`src/rtl/mod_exp_core.sv`:
```
// mod_exp_core: constant-time modular exponentiation (base^exp mod N),
// left-to-right square-and-multiply built on one bit-serial interleaved
// modular multiplier that takes exactly W cycles per product.
module mod_exp_core #(
    parameter int unsigned WORD_WIDTH = 32
) (
    input  logic                  clk,
    input  logic                  rst,
    input  logic                  start,
    input  logic [WORD_WIDTH-1:0] base_i,
    input  logic [WORD_WIDTH-1:0] exp_i,
    input  logic [WORD_WIDTH-1:0] mod_i,
    output logic                  busy,
    output logic                  done,
    output logic [WORD_WIDTH-1:0] result_o,
    output logic                  error_o
);

    localparam int unsigned W  = WORD_WIDTH;
    localparam int unsigned CW = $clog2(WORD_WIDTH);
    localparam int unsigned RW = WORD_WIDTH + 2;

    typedef enum logic [2:0] {
        IDLE = 3'd0,
        RED  = 3'd1,
        SQR  = 3'd2,
        MUL  = 3'd3,
        FIN  = 3'd4
    } state_t;

    state_t         state_q;
    state_t         state_d;

    logic [W-1:0]   base_q;
    logic [W-1:0]   exp_q;
    logic [W-1:0]   mod_q;
    logic [W-1:0]   base_r;
    logic [W-1:0]   acc;
    logic [W-1:0]   r;
    logic [CW-1:0]  cnt;
    logic [CW-1:0]  bit_idx;

    logic [W-1:0]   a_op;
    logic [W-1:0]   b_op;
    logic           b_bit;
    logic [RW-1:0]  r2;
    logic [RW-1:0]  n1;
    logic [RW-1:0]  n2;
    logic [W-1:0]   r_next;
    logic           mm_last;
    logic           mod_ok;

    // Multiplier operand routing: RED reduces base via mm(1, base), SQR uses acc*acc, MUL uses acc*base_r
    always_comb begin
        a_op = acc;
        b_op = acc;
        case (state_q)
            RED:     begin a_op = W'(1); b_op = base_q; end
            MUL:     b_op = base_r;
            default: ;
        endcase
    end

    // One interleaved step: R' = 2R + b*A, then fold back below N by subtracting 2N or N
    always_comb begin
        b_bit = b_op[CW'(W - 1) - cnt];
        n1    = {2'b00, mod_q};
        n2    = {1'b0, mod_q, 1'b0};
        r2    = {1'b0, r, 1'b0} + (b_bit ? {2'b00, a_op} : '0);
        if (r2 >= n2) begin
            r_next = W'(r2 - n2);
        end else if (r2 >= n1) begin
            r_next = W'(r2 - n1);
        end else begin
            r_next = W'(r2);
        end
        mm_last = (cnt == CW'(W - 1));
        mod_ok  = (mod_i >= W'(2));
    end

    // State register
    always_ff @(posedge clk or negedge rst) begin
        if (!rst) begin
            state_q <= IDLE;
        end else begin
            state_q <= state_d;
        end
    end

    // Next-state logic: every exponent bit costs one square and one (possibly discarded) multiply
    always_comb begin
        state_d = state_q;
        case (state_q)
            IDLE: if (start && mod_ok) state_d = RED;
            RED:  if (mm_last) state_d = SQR;
            SQR:  if (mm_last) state_d = MUL;
            MUL:  if (mm_last) state_d = (bit_idx == '0) ? FIN : SQR;
            FIN:  state_d = IDLE;
            default: state_d = IDLE;
        endcase
    end

    // Datapath and registered outputs
    always_ff @(posedge clk or negedge rst) begin
        if (!rst) begin
            base_q   <= '0;
            exp_q    <= '0;
            mod_q    <= '0;
            base_r   <= '0;
            acc      <= '0;
            r        <= '0;
            cnt      <= '0;
            bit_idx  <= '0;
            busy     <= 1'b0;
            done     <= 1'b0;
            result_o <= '0;
            error_o  <= 1'b0;
        end else begin
            done <= 1'b0;
            case (state_q)
                IDLE: begin
                    if (start) begin
                        if (mod_ok) begin
                            base_q  <= base_i;
                            exp_q   <= exp_i;
                            mod_q   <= mod_i;
                            error_o <= 1'b0;
                            busy    <= 1'b1;
                            acc     <= W'(1);
                            r       <= '0;
                            cnt     <= '0;
                            bit_idx <= CW'(W - 1);
                        end else begin
                            result_o <= '0;
                            error_o  <= 1'b1;
                            done     <= 1'b1;
                        end
                    end
                end
                RED, SQR, MUL: begin
                    if (mm_last) begin
                        r   <= '0;
                        cnt <= '0;
                        if (state_q == RED) begin
                            base_r <= r_next;
                        end else if (state_q == SQR) begin
                            acc <= r_next;
                        end else begin
                            if (exp_q[bit_idx]) acc <= r_next;
                            if (bit_idx != '0) bit_idx <= bit_idx - CW'(1);
                        end
                    end else begin
                        r   <= r_next;
                        cnt <= cnt + CW'(1);
                    end
                end
                FIN: begin
                    result_o <= acc;
                    done     <= 1'b1;
                    busy     <= 1'b0;
                end
                default: ;
            endcase
        end
    end

endmodule

```
`config.mk`:
```
export PLATFORM = sky130hd
export DESIGN_NAME = mod_exp_core
export DESIGN_NICKNAME = d
export VERILOG_FILES = /design/src/rtl/mod_exp_core.sv
export SDC_FILE = /design/constraint.sdc
export NUM_CORES = 1
export LEC_CHECK = 0
export CAP_MARGIN = 20
export CORE_MARGIN = 2
export CORE_UTILIZATION = 64
export CTS_CLUSTER_SIZE = 24
export DETAILED_ROUTE_END_ITERATION = 12
export PLACE_DENSITY = 0.87
export SETUP_SLACK_MARGIN = 0.3
export SLEW_MARGIN = 20
export SYNTH_ARGS = -nofsm -noshare
export SYNTH_HDL_FRONTEND = slang
export SYNTH_SLANG_ARGS = --single-unit
```
`constraint.sdc`:
```
create_clock -name clk -period 14.7 [get_ports clk]
set_clock_uncertainty 0.1 [all_clocks]
set_input_delay 1.47 -clock clk [delete_from_list [all_inputs] [get_ports clk]]
set_output_delay 1.47 -clock clk [all_outputs]
set_load 0.005 [all_outputs]
```
==> key figures <==
Status
  • Outcome: finished, final reports clean

Logic synthesis
  • Synth top cells by count: dfrtp_1 (240), mux2_2 (118), nand2_1 (105)
  • Top-count cell post-synth: dfrtp_1
  • Register bit total from synthesis: 240
  • Number of synthesized flops with an enable pin: 0
  • Seq/Total Area, Yosys: 0.3637
  • Synthesized area per cell: 9.882 sq um
  • Post-synthesis cell count: 1,671
  • Ys flop type: dfrtp_1
  • Distinct cells, synth: 77
  • Yosys top cell by area: dfrtp_1
  • Syn Nets: 1,872
  • Mapped Area: 0.01651 sq mm
  • Main area contributors after synthesis: dfrtp_1 (36%), mux2_2 (8.0%), ha_1 (7.5%)
  • Synth top area share: 0.3637
  • Warnings from Yosys: 0
  • Post-synth ARST share: 1.000

Routing
  • Average via count per standard cell: 7.031
  • Drt first-iter violations: 2,023
  • Drt first pass iters: 7
  • Routed len/inst: 23.56 microns
  • Residual DRC: 0
  • Final wirelength: 49,760 microns
  • Vias: 14,850
  • Routed Antenna Nets: 0

Clock network
  • Setup Buffers After CTS: 0
  • Post-cts sizing count: 0
  • Clock slew seen by the registers of the worst setup and hold paths: 70 ps
  • CTS Hold Bufs: 0
  • CTS Root Cell: clkbuf_16
  • Clk sinks: 240
  • Clk_lat worst skew: 560 ps
  • CTS max path bufs: 3
  • Total CTS buffers: 26
  • H-tree Lvls: 1
  • CTS tree: yes

Global route
  • Largest net degree at the start of global routing: 115
  • Total GRT Usage: 0.3683
  • GR Overflow Total: 0
  • Number of global-route vias before repair: 14,170
  • Antenna violations before repair: 0
  • First-pass GRT wire length: 77,770 microns

Timing
  • Slew Viols, Final: 0
  • Setup violators final: 0
  • Worst rel slew slack: 0.2603
  • Minimum clock period: 9864 ps
  • F_max: 101.4 MHz
  • WHS: 402.1 ps
  • Worst-Margin Slew: 1110 ps
  • Final Hold Viols: 0
  • Setup TNS: 0 ps
  • Setup ws final: 4836 ps
  • Period utilization: 0.6710
  • RSZ-0062 raised after global routing: no

Place
  • Port Buffer Count: 133
  • Post-detail-place hpwl: 36,070 microns
  • Placed Area: 0.01801 sq mm
  • Placer congestion estimate: 1.036
  • Dpl ws: 5364 ps

Floorplan
  • Die X: 164.6 microns
  • Number of placed I/O pins: 134
  • Core Region: 0.02525 sq mm
  • Die Area: 0.02710 sq mm
  • Site row count: 58
  • Starting Density: 0.6538
  • Die H: 164.6 microns

Worst setup path
  • CP Class: reg -> reg
  • CP peak stage delay: 1070 ps
  • Critical Path AT: 10,170 ps
  • Slowest CP cell: dfrtp_1
  • CP required: 15,000 ps
  • Critical Path Source Type: register
  • Setup crit end kind: register
  • Crit path max fanout: 31

Finish
  • Area taken by multi-input logic gates: 0.009854 sq mm
  • Ant diodes: 0
  • FF+latch area: 0.006006 sq mm
  • Filler Cells Inserted: 1,799
  • Share of cells above drive strength 1: 0.1285
  • Design Area, Final: 0.01886 sq mm
  • Area Growth Syn to Fin: 14.21%
  • Fin nets: 1,963

Power and ir drop
  • PD cells: 190.9 mW/mm^2
  • LEAKAGE: 8.421 nW
  • Total Power: 3.600 mW
  • Max VDD drop: 113.8 uV

Min path
  • Worst Hold Class: reg -> reg

Run
  • Max-Cap Viols: 0
==> critical path: cells and delay by family (launching register included) <==
family	cells	cell delay (ps)
AND/OR/NAND/NOR	6	2320
multiplexers	2	530
buffers and inverters	1	60
AO/OA/AOI/OAI	17	4660
adder cells (fa/ha/maj)	3	970
flip-flops	1	1070
==> power breakdown <==
| group | total (mW) | internal, mW | leakage, nW | switching, mW |
|---|---|---|---|---|
| Sequential | 0.861 | 0.774 | 3.01 | 0.0871 |
| Clock | 0.665 | 0.375 | 0.426 | 0.290 |
| Combinational | 2.07 | 0.790 | 4.99 | 1.28 |
==> area by class of cell <==
cell class / count / share of cell area
well taps: 330 / 0.02189
clock inverters: 15 / 0.008161
multi-input cells: 1271 / 0.5226
repair buffers: 149 / 0.07723
flip-flops and latches: 240 / 0.3185
inverters: 74 / 0.01473
clock buffers: 33 / 0.03696
==> path summary, 6_finish.rpt <==
| kind | from | end | slack [ps] | cells after the start |
|---|---|---|---|---|
| min in group asynchronous | rst | result_o[10] | 860 | 1 |
| hold reg to reg | exp_q[18] | exp_q[18] | 400 | 1 |
| hold / removal | exp_q[18] | exp_q[18] | 400 | 1 |
| setup / recovery | state_q[1] | r[30] | 4840 | 29 |
| max in group asynchronous | rst | exp_q[17] | 12200 | 2 |
| setup reg to reg | state_q[1] | r[30] | 4840 | 29 |
==> routing by layer <==
metal,vias up,GRT usage,share of wire
met1,7244,0.5231,0.40
met4,0,0.1336,0.039
met2,972,0.5700,0.45
met5,-,0,0
met3,152,0.06529,0.11
li1,6481,-,-
==> stage by stage <==
step           std cells    util
6_report            2112  0.7467
5_1_grt             2112  0.7467
4_1_cts             2112  0.7467
3_3_place_gp        2064  0.7130
3_5_place_dp        2064  0.7130
2_1_floorplan       1671       -
==> sequential cells by signal, summed over array words and instances (netlist names) <==
name / count
base_r: 32
bit_idx: 5
error_o: 1
state_q: 3
busy: 1
acc: 32
result_o: 32
done: 1
r: 32
mod_q: 32
exp_q: 32
cnt: 5
base_q: 32
==> cell usage in the layout, fill, tap and decap left out, types with 43 or more instances in the layout <==
cell type / instances
dfrtp_1: 240
clkdlybuf4s50_1: 132
mux2_2: 118
nand2_1: 105
o21ai_0: 99
ha_1: 99
a21oi_1: 97
nor2_1: 89
inv_1: 74
a22o_1: 68
a21o_1: 49
xnor2_1: 43
==> kinds of logic after synthesis <==
| group | after synthesis | synth area share |
|---|---|---|
| AOI/OAI and AO/OA | 510 | 0.2191 |
| DFF | 240 | 0.3637 |
| xor gates and xnor gates | 67 | 0.03554 |
| adders and majority gates | 102 | 0.07865 |
| buffers and inverters | 160 | 0.04039 |
| muxes | 163 | 0.1309 |
| and+or+nand+nor | 429 | 0.1317 |
Note: power is estimated with default switching activity, not from simulation.
